<file path="config.mk">
export PLATFORM = sky130hd
export DESIGN_NAME = branch_history_predictor
export DESIGN_NICKNAME = d
export VERILOG_FILES = /design/src/rtl/branch_pkg.sv /design/src/rtl/bp_index_fifo.sv /design/src/rtl/branch_history_predictor.sv
export SDC_FILE = /design/constraint.sdc
export NUM_CORES = 1
export LEC_CHECK = 0
export BUFFER_PORTS_ARGS = -buffer_cell sky130_fd_sc_hd__buf_2
export CAP_MARGIN = 20
export CORE_ASPECT_RATIO = 1.75
export CORE_MARGIN = 10
export CORE_UTILIZATION = 51
export CTS_CLUSTER_SIZE = 25
export DETAILED_ROUTE_END_ITERATION = 8
export GPL_TIMING_DRIVEN = 0
export PLACE_DENSITY = 0.76
export SLEW_MARGIN = 30
export SYNTH_ARGS = -nofsm -noshare
export SYNTH_HDL_FRONTEND = slang
export SYNTH_SLANG_ARGS = --single-unit
</file>
<file path="constraint.sdc">
create_clock -name clk -period 9.8 [get_ports clk]
set_input_delay 2.94 -clock clk [delete_from_list [all_inputs] [get_ports clk]]
set_output_delay 2.94 -clock clk [all_outputs]
set_load 0.01 [all_outputs]
</file>
<file path="src/rtl/branch_pkg.sv">
// Shared branch-prediction types and constants, also used by the branch waterfall queue.
// The BRANCH_GSHARE_EN macro adds a history snapshot to each in-flight entry.
package branch_pkg;

  localparam int BP_INDEX_BITS  = 5;
  localparam int BP_QUEUE_DEPTH = 3;

  typedef logic [1:0] bp_counter_t;

  localparam bp_counter_t SNT = 2'd0;
  localparam bp_counter_t WNT = 2'd1;
  localparam bp_counter_t WT  = 2'd2;
  localparam bp_counter_t ST  = 2'd3;

  typedef struct packed {
`ifdef BRANCH_GSHARE_EN
    logic [BP_INDEX_BITS-1:0] history;
`endif
    logic [BP_INDEX_BITS-1:0] index;
  } bp_fifo_entry_t;

  // Saturating 2-bit counter step toward the resolved outcome.
  function automatic bp_counter_t bp_train(input bp_counter_t cnt, input logic taken);
    bp_counter_t result;
    result = cnt;
    if (taken && cnt != ST) begin
      result = cnt + 2'd1;
    end else if (!taken && cnt != SNT) begin
      result = cnt - 2'd1;
    end
    return result;
  endfunction

endpackage

</file>
<file path="src/rtl/bp_index_fifo.sv">
// Circular FIFO holding one record per in-flight branch; flush empties it and
// wins over a same-cycle push. Pop on empty and push on full (without pop) are dropped.
module bp_index_fifo
  import branch_pkg::*;
#(
  parameter int DATA_W = BP_INDEX_BITS,
  parameter int DEPTH  = BP_QUEUE_DEPTH
) (
  input  logic              clk,
  input  logic              rst_n,
  input  logic              push,
  input  logic              pop,
  input  logic              flush,
  input  logic [DATA_W-1:0] push_data,
  output logic [DATA_W-1:0] head_data,
  output logic              full,
  output logic              empty
);

  localparam int PTR_W = (DEPTH > 1) ? $clog2(DEPTH) : 1;
  localparam int CNT_W = $clog2(DEPTH + 1);

  logic [DATA_W-1:0] mem_q [DEPTH];
  logic [PTR_W-1:0]  rd_ptr_q;
  logic [PTR_W-1:0]  wr_ptr_q;
  logic [CNT_W-1:0]  count_q;
  logic              do_push;
  logic              do_pop;

  function automatic logic [PTR_W-1:0] next_ptr(input logic [PTR_W-1:0] ptr);
    return (ptr == PTR_W'(DEPTH - 1)) ? '0 : ptr + PTR_W'(1);
  endfunction

  assign full      = (count_q == CNT_W'(DEPTH));
  assign empty     = (count_q == '0);
  assign head_data = mem_q[rd_ptr_q];
  assign do_pop    = pop & ~empty;
  // A full FIFO still accepts a push when the head leaves in the same cycle.
  assign do_push   = push & (~full | do_pop);

  always_ff @(posedge clk or negedge rst_n) begin
    if (!rst_n) begin
      rd_ptr_q <= '0;
      wr_ptr_q <= '0;
      count_q  <= '0;
      for (int i = 0; i < DEPTH; i++) begin
        mem_q[i] <= '0;
      end
    end else if (flush) begin
      rd_ptr_q <= '0;
      wr_ptr_q <= '0;
      count_q  <= '0;
    end else begin
      if (do_push) begin
        mem_q[wr_ptr_q] <= push_data;
        wr_ptr_q        <= next_ptr(wr_ptr_q);
      end
      if (do_pop) begin
        rd_ptr_q <= next_ptr(rd_ptr_q);
      end
      case ({do_push, do_pop})
        2'b10:   count_q <= count_q + CNT_W'(1);
        2'b01:   count_q <= count_q - CNT_W'(1);
        default: count_q <= count_q;
      endcase
    end
  end

endmodule

</file>
<file path="src/rtl/branch_history_predictor.sv">
// Fetch-stage 2-bit-counter branch direction predictor, trained in program order at resolve.
// Define BRANCH_GSHARE_EN to XOR a global history register into the table index.
module branch_history_predictor
  import branch_pkg::*;
#(
  parameter int INDEX_BITS  = BP_INDEX_BITS,
  parameter int QUEUE_DEPTH = BP_QUEUE_DEPTH
) (
  input  logic        clk,
  input  logic        rst_n,
  input  logic        stall,
  input  logic        fetch_valid,
  input  logic        fetch_is_branch,
  input  logic [15:0] fetch_pc,
  input  logic [15:0] fetch_offset,
  input  logic        resolve_valid,
  input  logic        resolve_taken,
  input  logic        resolve_correct,
  output logic        prediction_out,
  output logic [15:0] predicted_pc,
  output logic [15:0] mispredict_address_out,
  output logic        load_prediction,
  output logic        branch_ready
);

  localparam int TABLE_SIZE = 1 << INDEX_BITS;
`ifdef BRANCH_GSHARE_EN
  localparam int ENTRY_W = 2 * INDEX_BITS;
`else
  localparam int ENTRY_W = INDEX_BITS;
`endif

  bp_counter_t           ctr_q [TABLE_SIZE];
  logic [INDEX_BITS-1:0] pc_index;
  logic [INDEX_BITS-1:0] fetch_index;
  logic [INDEX_BITS-1:0] head_index;
  logic [ENTRY_W-1:0]    push_entry;
  logic [ENTRY_W-1:0]    head_entry;
  logic [15:0]           seq_pc;
  logic [15:0]           target_pc;
  logic                  pred_taken;
  logic                  branch_fetch;
  logic                  fifo_full;
  logic                  fifo_empty;
  logic                  resolve_fire;
  logic                  mispredict;
  logic                  unused_pc_bits;

  assign unused_pc_bits = ^{fetch_pc[15:INDEX_BITS+1], fetch_pc[0]};

  assign seq_pc     = fetch_pc + 16'd2;
  assign target_pc  = seq_pc + fetch_offset;
  assign pc_index   = fetch_pc[INDEX_BITS:1];
  assign head_index = head_entry[INDEX_BITS-1:0];

`ifdef BRANCH_GSHARE_EN
  logic [INDEX_BITS-1:0] ghr_q;
  logic [INDEX_BITS-1:0] head_snapshot;

  assign fetch_index   = pc_index ^ ghr_q;
  assign push_entry    = {ghr_q, fetch_index};
  assign head_snapshot = head_entry[ENTRY_W-1:INDEX_BITS];

  // Mispredict repairs history to the path actually taken, overriding any speculative shift.
  always_ff @(posedge clk or negedge rst_n) begin
    if (!rst_n) begin
      ghr_q <= '0;
    end else if (mispredict) begin
      ghr_q <= {head_snapshot[INDEX_BITS-2:0], resolve_taken};
    end else if (load_prediction) begin
      ghr_q <= {ghr_q[INDEX_BITS-2:0], pred_taken};
    end
  end
`else
  assign fetch_index = pc_index;
  assign push_entry  = fetch_index;
`endif

  // Prediction reads the registered counter only: a same-cycle training write is not bypassed.
  assign pred_taken   = ctr_q[fetch_index][1];
  assign branch_fetch = fetch_valid & fetch_is_branch;

  always_comb begin
    prediction_out         = 1'b0;
    predicted_pc           = seq_pc;
    mispredict_address_out = 16'h0000;
    if (branch_fetch) begin
      prediction_out         = pred_taken;
      predicted_pc           = pred_taken ? target_pc : seq_pc;
      mispredict_address_out = pred_taken ? seq_pc : target_pc;
    end
  end

  // Handshake: a branch transfers when load_prediction is high, i.e. a valid branch fetch
  // while branch_ready and not stalled. branch_ready is high when a slot is free or the head
  // is retiring correctly this cycle; fetch must hold the branch while branch_ready is low.
  assign branch_ready    = ~fifo_full | (resolve_valid & resolve_correct);
  assign load_prediction = branch_fetch & branch_ready & ~stall;

  assign resolve_fire = resolve_valid & ~stall & ~fifo_empty;
  assign mispredict   = resolve_fire & ~resolve_correct;

  bp_index_fifo #(
    .DATA_W (ENTRY_W),
    .DEPTH  (QUEUE_DEPTH)
  ) u_index_fifo (
    .clk       (clk),
    .rst_n     (rst_n),
    .push      (load_prediction),
    .pop       (resolve_fire),
    .flush     (mispredict),
    .push_data (push_entry),
    .head_data (head_entry),
    .full      (fifo_full),
    .empty     (fifo_empty)
  );

  always_ff @(posedge clk or negedge rst_n) begin
    if (!rst_n) begin
      for (int i = 0; i < TABLE_SIZE; i++) begin
        ctr_q[i] <= WNT;
      end
    end else if (resolve_fire) begin
      ctr_q[head_index] <= bp_train(ctr_q[head_index], resolve_taken);
    end
  end

endmodule

</file>
After elaboration in Yosys (flattened, before gate mapping)
Cells that the tools add are included.
Widths: inputs -> output; s select.
{"block": "word_totals", "register_bits": 85, "output_inout_bits": 35}
{"block": "classes", "addsub": 8, "magnitude_cmp": 6, "n_eq_ne": 6, "n_mux": 31, "n_bitwise": 20, "n_reduce_logical": 11}
{"operator": "$bwmux 64", "count": 1}
{"operator": "$mux 16", "count": 4}
{"operator": "$mux 2", "count": 15}
{"operator": "$bmux 2 s5", "count": 2}
{"operator": "$add 16x16->16", "count": 1}
{"operator": "$add 16x2->16 const B", "count": 1}
{"operator": "$bwmux 15", "count": 1}
{"operator": "$mux 5", "count": 3}
{"operator": "$ge 6x6->1 const B", "count": 2}
{"operator": "$not 5->6", "count": 2}
{"operator": "$bmux 5 s2", "count": 1}
{"operator": "$demux 2 s5", "count": 1}
{"operator": "$demux 5 s2", "count": 1}
{"operator": "$and 1x1->1", "count": 9}
{"operator": "$add 2x1->2 const B", "count": 4}
{"operator": "$eq 2x2->1 const B", "count": 4}
{"operator": "$ge 3x3->1 const B", "count": 2}
{"operator": "$lt 6x1->1 const B", "count": 1}
{"operator": "$not 2->3", "count": 2}
{"operator": "$reduce_bool 2->1", "count": 3}
{"operator": "$not 1->1", "count": 5}
{"operator": "$logic_and 1x1->1", "count": 4}
{"operator": "$pmux 2 s2", "count": 1}
{"operator": "$sub 2x1->2 const B", "count": 2}
{"operator": "other kinds (9)", "count": 10}

Longest topological paths before layout
Gate-level depths: netlist (run 1).
{"block": "logic_depth", "depth_word": 14, "depth_mapped": 16}

Cells and area by module
Synthesis (run 1) repeated with hierarchy kept, for this count alone.
{"block": "hier_totals", "hier_cells": 564, "area_unflattened_um2": 5920.7}
{"module": "branch_history_predictor", "n_inst": 1, "cells_each": 480, "area_per_inst_um2": 4929.7, "seq_area_each_um2": 1641.6}
{"module": "bp_index_fifo", "n_inst": 1, "cells_each": 84, "area_per_inst_um2": 991.0, "seq_area_each_um2": 525.5}

Worst setup path before layout (run 1)
OpenSTA, ideal clock, no wires.
{"block": "synth_path", "path_kind": "in2out", "from": "in fetch_pc[3]", "to": "out predicted_pc[15]", "arrival_ns": 5.747, "required_time_ns": 6.860, "slack_ns": 1.113, "cell_stages": 12, "cell_sequence": "clkbuf_1 -> nand3_1 -> xnor2_1 -> ha_1 -> a2111oi_0 -> o21ai_0 -> o21a_1 -> a221oi_1 -> o21a_1 -> o21ai_0 -> mux2i_1 -> xnor2_1"}
{"block": "synth_via", "elab_chain_len": 6, "word_cells_on_any_way": 8, "cone_classes": "add/sub (2); mux (5); bitwise (1)"}
{"element": "start, declared", "line": "branch_history_predictor.sv:14", "rtl": "input logic [15:0] fetch_pc,"}
{"element": "parallel branches: the longest is 5 deep, another holds $add 16x2->16"}
{"element": "$mux 16 *", "line": "branch_history_predictor.sv:87", "rtl": "if (branch_fetch) begin"}
{"element": "end, declared", "line": "branch_history_predictor.sv:20", "rtl": "output logic [15:0] predicted_pc,"}
Every way passes the cells marked *. The select of a mux whose other input is x is not followed.

Final worst setup path (run 1)
{"block": "layout_path", "from": "in fetch_pc[1]", "to": "out predicted_pc[15]"}
The elaborated chain is that of the path after synthesis.

==> results.md, run 1 <==
* I/O Buffers at slightly above 70
* Clk_skew at 0.00770 ns
* DP Area at 0.00631 mm²
* Largest cells by area after synthesis: dfrtp_1 (23%), dfstp_2 (15%), mux2i_1 (9.6%), nand2_1 (7.6%), o21ai_0 (6.1%)
* Synth async-reset ratio at 100%
* Initial detailed-routing violation count at 241
* CP startpoint kind: input port
* First-pass GRT wire length at about 26000 µm
* GRT Total Usage at 19.8%
* Initial Util at between 50 and 60%
* Post-synthesis cell count at 619
* Syn Area/Cell at 9.30 µm²
* Synth Register Bits at 85
* Drt wl/cell at 19.0 µm
* Vias at 4895
* Post-CTS setup buffer count at 0
* Layout cells sized above 1 at 25.9%
* Pwr/cell area at 309 mW/mm²
* WHS at approximately 0.48 ns
* Syn Nets at 681
* Clock transition at path regs at 0.06 ns
* Overall die width at around 100 µm
* Total gr overflow at 0
* Num CTS Buffers at 9
* Fill count at 975
* Slew headroom at about 42%
* Status: finished, final reports clean
* Vias/cell at 5.84
* DRC violations left at 0
* Finished Layout Cells at 838
* Synth area leader: dfrtp_1
* CTS Root Buffer Type: clkbuf_16
* Pwr Total at 0.00204 W
* Main flop type after synthesis: dfrtp_1
* Worst-Skew Late Latency at 0.35 ns
* Distinct cells, synth at 52
* Final instance area at 0.00662 mm²
* Core Area at 0.0111 mm²
* Placed cell count at just over 800
* Most common cell after layout, fill and taps aside: nand2_1
* Worst-margin pin slew at 0.865 ns
* Fin crit share at between 90% and 100%
* Post-synth EDFFs at 0
* Cell Rows at 51
* Number of global-route vias before repair at 5193
* Routed Antenna Nets at 0
* Pleak at 2.86 nW
* Post-Syn Area at 0.00576 mm²
* Synth top area share at roughly 23%
* Largest net degree at the start of global routing at 47
* FF+latch area at 0.00217 mm²
* Multi-input logic area at ~0.0034 mm²
* CTS sink count at 85
* Final Net Count at 763
* Final hold viol count at 0
* Critical path arrival at 6.36 ns
* Bufs on Longest Clock Path at 2
* Hold_buf cts at 0
* Detail Placement HPWL at 12800 µm
* Ant. Diodes at 0
* Sequential fraction of the synthesis area at 37.6%
* Syn. warnings at 0
* Setup CP Type: in -> out
* Die footprint at 0.0161 mm²
* Post-layout min period at between 9 and 10 ns
* TritonRoute pass-1 iters at 4
* Slew Viols, Final at 0
* H-tree Lvls at 3
* Peak supply drop at 0.000440 V
* Commonest non-fill, non-tap cells in the layout: nand2_1 (117), buf_2 (73), o21ai_0 (70)
* CTS tree: built
* Hold crit path type: reg -> reg
* Io pins at 75
* Die Ht at 161 µm
* Max-capacitance violation count at 0
* Worst Path Max Fanout at 10
* Data required, critical path at between 6 and 7 ns
* P&R area growth vs syn at 15.0%
* Setup Viol. Count Final at 0
* Initial antenna violation count at 0
* Final Wtd Congestion at 0.885
* Routed WL at about 16000 µm
* Worst setup EP type: output pin
* Fmax at between 100 and 150 MHz
state kept, by name, summed over array words and instances (netlist names):
name and flops:
ctr_q 64, u_index_fifo.mem_q 15, u_index_fifo.count_q 2, u_index_fifo.rd_ptr_q 2
u_index_fifo.wr_ptr_q 2
routing by layer:
layer  routed length [µm]  track usage (%)  vias up
li1                     -                -     2362
met1                 5520             19.2     2301
met2                 8750             36.9      171
met3                  838             3.65       61
met4                  837             12.3        0
met5                    0                0        -
through the flow:
step / util, % / setup WS (ns) / TNS [ns]
floorplan: - / 1.11 / 0
global placement: 56.5 / 0.0415 / 0
detailed placement: 56.8 / -0.0375 / -0.0725
CTS: 59.6 / 0.197 / 0
global route: 59.6 / -0.0418 / -0.0591
finish: 59.6 / 0.498 / 0
worst max-delay path: stages:
cell and delay, ns:
buf_2 0.14, buf_6 0.16, buf_6 0.17, nand2_1 0.10
nor2_1 0.34, xor2_1 0.20, ha_1 0.27, a2111oi_1 0.36
o21ai_0 0.15, o21a_1 0.19, a221oi_2 0.36, o21a_1 0.24
o21ai_0 0.20, mux2i_1 0.22, xnor2_1 0.13, buf_2 0.16
cell usage after synthesis (all sizes together) (3+ instances only):
master,count
a211oi,9
a21o,5
a21oi,21
a22oi,8
and3,6
buf,16
clkbuf,15
dfrtp,53
dfstp,32
ha,21
inv,11
mux2,29
mux2i,55
mux4,10
nand2,117
nand2b,3
nand3,11
nand3b,3
nand4,5
nor2,46
nor3,7
nor3b,3
o211ai,5
o21a,4
o21ai,74
o2bb2ai,4
xnor2,17
xor2,11
timing repair:
item / 4_1_cts / 5_1_grt
resized for setup: 0 / 4
setup endpoints to repair: 2 / 4
hold endpoints to repair: 0 / 0
path summary, 6_finish.rpt:
kind | start | end | slack [ns] | depth (start not counted)
hold reg to reg | ctr_q[30]$_DFFE_PN1P_ | ctr_q[30]$_DFFE_PN1P_ | 0.48 | 2
setup / recovery | fetch_pc[1] | predicted_pc[15] | 0.50 | 16
min in group asynchronous | rst_n | ctr_q[9]$_DFFE_PN0P_ | 2.50 | 1
setup reg to reg | u_index_fifo.rd_ptr_q[1]$_DFFE_PN0P_ | ctr_q[21]$_DFFE_PN0P_ | 5.84 | 14
hold / removal | ctr_q[30]$_DFFE_PN1P_ | ctr_q[30]$_DFFE_PN1P_ | 0.48 | 2
max in group asynchronous | rst_n | ctr_q[48]$_DFFE_PN1P_ | 6.68 | 2
final cells by class:
class | count | share of cell area [%]
plain buffers | 30 | 2.83
clock buffers | 9 | 3.40
clock inverters | 7 | 1.25
inverters | 11 | 0.624
multi-input cells | 492 | 50.9
flip-flops and latches | 85 | 32.7
well taps | 132 | 2.49
repair buffers | 72 | 5.76
cells by family (layout without fill, tap and decap cells):
| kind of cell | Yosys count | count (layout) | share of synthesized area, % |
|---|---|---|---|
| buf+inv | 42 | 129 | 4.02 |
| fa+ha+maj | 22 | 22 | 4.91 |
| flops | 85 | 85 | 37.6 |
| xor+xnor | 28 | 28 | 4.26 |
| simple gates | 211 | 211 | 16.0 |
| mux | 94 | 94 | 19.1 |
| compound gates | 137 | 137 | 14.0 |
power by group:
part	total, W	switching [W]	internal, W
sequential	0.000571	0.0000741	0.000497
combinational	0.00112	0.000725	0.000398
clock	0.000349	0.000148	0.000201
No activity file was read; power rests on OpenSTA's default activity.
==> run 2, diff against run 1 <==
--- a/config.mk
+++ b/config.mk
@@ -14,6 +14,7 @@
 export DETAILED_ROUTE_END_ITERATION = 8
 export GPL_TIMING_DRIVEN = 0
 export PLACE_DENSITY = 0.76
+export RECOVER_POWER = 25
 export SLEW_MARGIN = 30
 export SYNTH_ARGS = -nofsm -noshare
 export SYNTH_HDL_FRONTEND = slang
==> results.md, run 2 (synthesis gave the netlist of run 1 again) <==
* Layout cells sized above 1 at 25.6% (-0.28 points)
* CTS tree: built
* Setup CP Type: in -> out
* Status: complete, but fails checks
* Worst Path Max Fanout at 10 (unchanged)
* Max-capacitance violation count at 2 (+2)
* Num CTS Buffers at 9 (unchanged)
* Worst setup EP type: output pin
* DRC violations left at 0 (unchanged)
* Most common cell after layout, fill and taps aside: nand2_1
* Drt wl/cell at 19.1 µm (+0.22%)
* CTS sink count at 85 (unchanged)
* Pwr/cell area at 310 mW/mm² (+0.48%)
* Final instance area at 0.00660 mm² (-0.36%)
* Fmax at 108 MHz (about the same)
* Metal-1 WL at 5620 µm (+1.8%)
* Initial antenna violation count at 0 (unchanged)
* Routed Antenna Nets at 0 (unchanged)
* Setup TNS at 0 ns (unchanged)
* Slew Viols, Final at 88 (+88)
* CP startpoint kind: input port
* Critical path arrival at 6.35 ns (about the same)
* DP Area at 0.00631 mm² (unchanged)
* Top Metal Used: met4
* Die footprint at 0.0161 mm² (unchanged)
* Final hold viol count at 0 (unchanged)
* I/O Buffers at 71 (unchanged)
* Pwr Total at 0.00205 W (+0.12%)
* Largest register FFs at 64 (unchanged)
* Initial Util at 51.8% (unchanged)
* Io pins at 75 (unchanged)
* Commonest non-fill, non-tap cells in the layout: nand2_1 (117), buf_2 (73), o21ai_0 (70)
* Clock transition at path regs at 0.06 ns (about the same)
* Routed WL at 16000 µm (+0.22%)
* Slowest CP cell: a2111oi_1
* Clk_skew at 0.00793 ns (+0.000223 ns)
* Largest stage delay, worst path at 0.36 ns (about the same)
* Hold crit path type: reg -> reg
* Worst-margin pin slew at 2.38 ns (+1.51 ns)
* H-tree Lvls at 3 (unchanged)
* Vias/cell at 5.84 (about the same)
* Failing checks: capacitance limit, slew limit
* Setup Viol. Count Final at 0 (unchanged)
* Cell Rows at 51 (unchanged)
* Bufs on Longest Clock Path at 2 (unchanged)
* Initial detailed-routing violation count at 260 (+7.9%)
* P&R area growth vs syn at 14.6%
* Data required, critical path at 6.86 ns (about the same)
* First-pass GRT wire length at 25800 µm (unchanged)
* Core Area at 0.0111 mm² (unchanged)
* CTS Root Buffer Type: clkbuf_16
* Critical-path cell list: buf_2 > buf_6 > buf_6 > nand2_1 > nor2_1 > xor2_1 > ha_1 > a2111oi_1 > o21ai_0 > o21a_1 > a221oi_2 > o21a_1 > o21ai_0 > mux2i_1 > xnor2_1 > buf_2
* Ant. Diodes at 0 (unchanged)
* Number of global-route vias before repair at 5193 (unchanged)
* Largest net degree at the start of global routing at 47 (unchanged)
* Final Wtd Congestion at 0.885 (unchanged)
* TritonRoute pass-1 iters at 4 (unchanged)
* Post-layout min period at 9.29 ns (-0.00873 ns)
* Worst-Skew Late Latency at 0.35 ns (about the same)
* Fin crit share at 94.8% (about the same)
* GRT Total Usage at 19.8% (unchanged)
* Hold_buf cts at 0 (unchanged)
* Die Ht at 161 µm (unchanged)
* Largest regs: ctr_q (64), u_index_fifo.mem_q (15)
* Total gr overflow at 0 (unchanged)
* Met3 routed WL at 760 µm (-9.3%)
* Met2 WL at 8740 µm (-0.19%)
* Vias at 4894 (-0.020%)
* Peak supply drop at 0.000441 V (+0.18%)
* Detail Placement HPWL at 12800 µm (unchanged)
* Pleak at 2.85 nW (-0.46%)
* Slew headroom at -58.5% (-100 points)
* Final Net Count at 763 (unchanged)
* Biggest register: ctr_q
* Post-CTS setup buffer count at 0 (unchanged)
* Overall die width at 100 µm (unchanged)
## run 2: cell types whose count changed in the layout (fill, tap and decap cells not counted)
cell / delta
buf_6: -1
buf_12: -1
clkbuf_1: +2
## run 2: power by group
part	leakage [nW]	internal (W)	switching, W
logic	1.67	0.000397	0.000729
clock network	0.145	0.000201	0.000148
registers	1.04	0.000497	0.0000740
## run 2: final cells by class
type / count / area [µm²]
clock inverter: 7 / 82.6
buffer: 30 / 188
multi-input combinational: 492 / 3370
clock buffer: 9 / 225
tap: 132 / 165
fill: 980 / 4510
timing repair buffer: 72 / 358
sequential: 85 / 2170
inverter: 11 / 41.3
## run 2: metal layers
layer	track usage (%)	up-vias
met1	19.2	2329
li1	-	2359
met5	0	-
met4	12.3	0
met2	36.9	146
met3	3.65	60
## run 2: worst max-delay path: cells and delay by family
family	cells	cell delay [ns]
AOI/OAI and AO/OA	6	1.49
buffers and inverters	4	0.64
and+or+nand+nor	2	0.44
xor gates and xnor gates	2	0.33
adders and majority gates	1	0.27
muxes	1	0.22
## run 2: per-stage QoR
step / hold WS (ns) / instances / util, % / setup slack [ns]
after CTS: 0.483 / 838 / 59.6 / 0.197
after global placement: 0.464 / 822 / 56.5 / 0.0415
final: 0.479 / 838 / 59.4 / 0.507
after detailed placement: 0.473 / 823 / 56.8 / -0.0375
after global routing: 0.501 / 838 / 59.4 / -0.0418
after floorplan: 0.449 / 619 / - / 1.11
## run 2: worst paths after layout
path	from	endpoint	slack, ns	depth (start not counted)
min in group asynchronous	rst_n	ctr_q[17]$_DFFE_PN0P_	3.21	1
max reg2reg	u_index_fifo.rd_ptr_q[1]$_DFFE_PN0P_	ctr_q[21]$_DFFE_PN0P_	5.83	14
max	fetch_pc[1]	predicted_pc[15]	0.51	16
min reg2reg	ctr_q[30]$_DFFE_PN1P_	ctr_q[30]$_DFFE_PN1P_	0.48	2
min	ctr_q[30]$_DFFE_PN1P_	ctr_q[30]$_DFFE_PN1P_	0.48	2
max in group asynchronous	rst_n	ctr_q[49]$_DFFE_PN0P_	3.49	2
## run 2: what timing repair did
action | 4_1_cts | 5_1_grt
resized for setup | 0 | 4
setup endpoints to repair | 2 | 4
pin swaps | 0 | 0
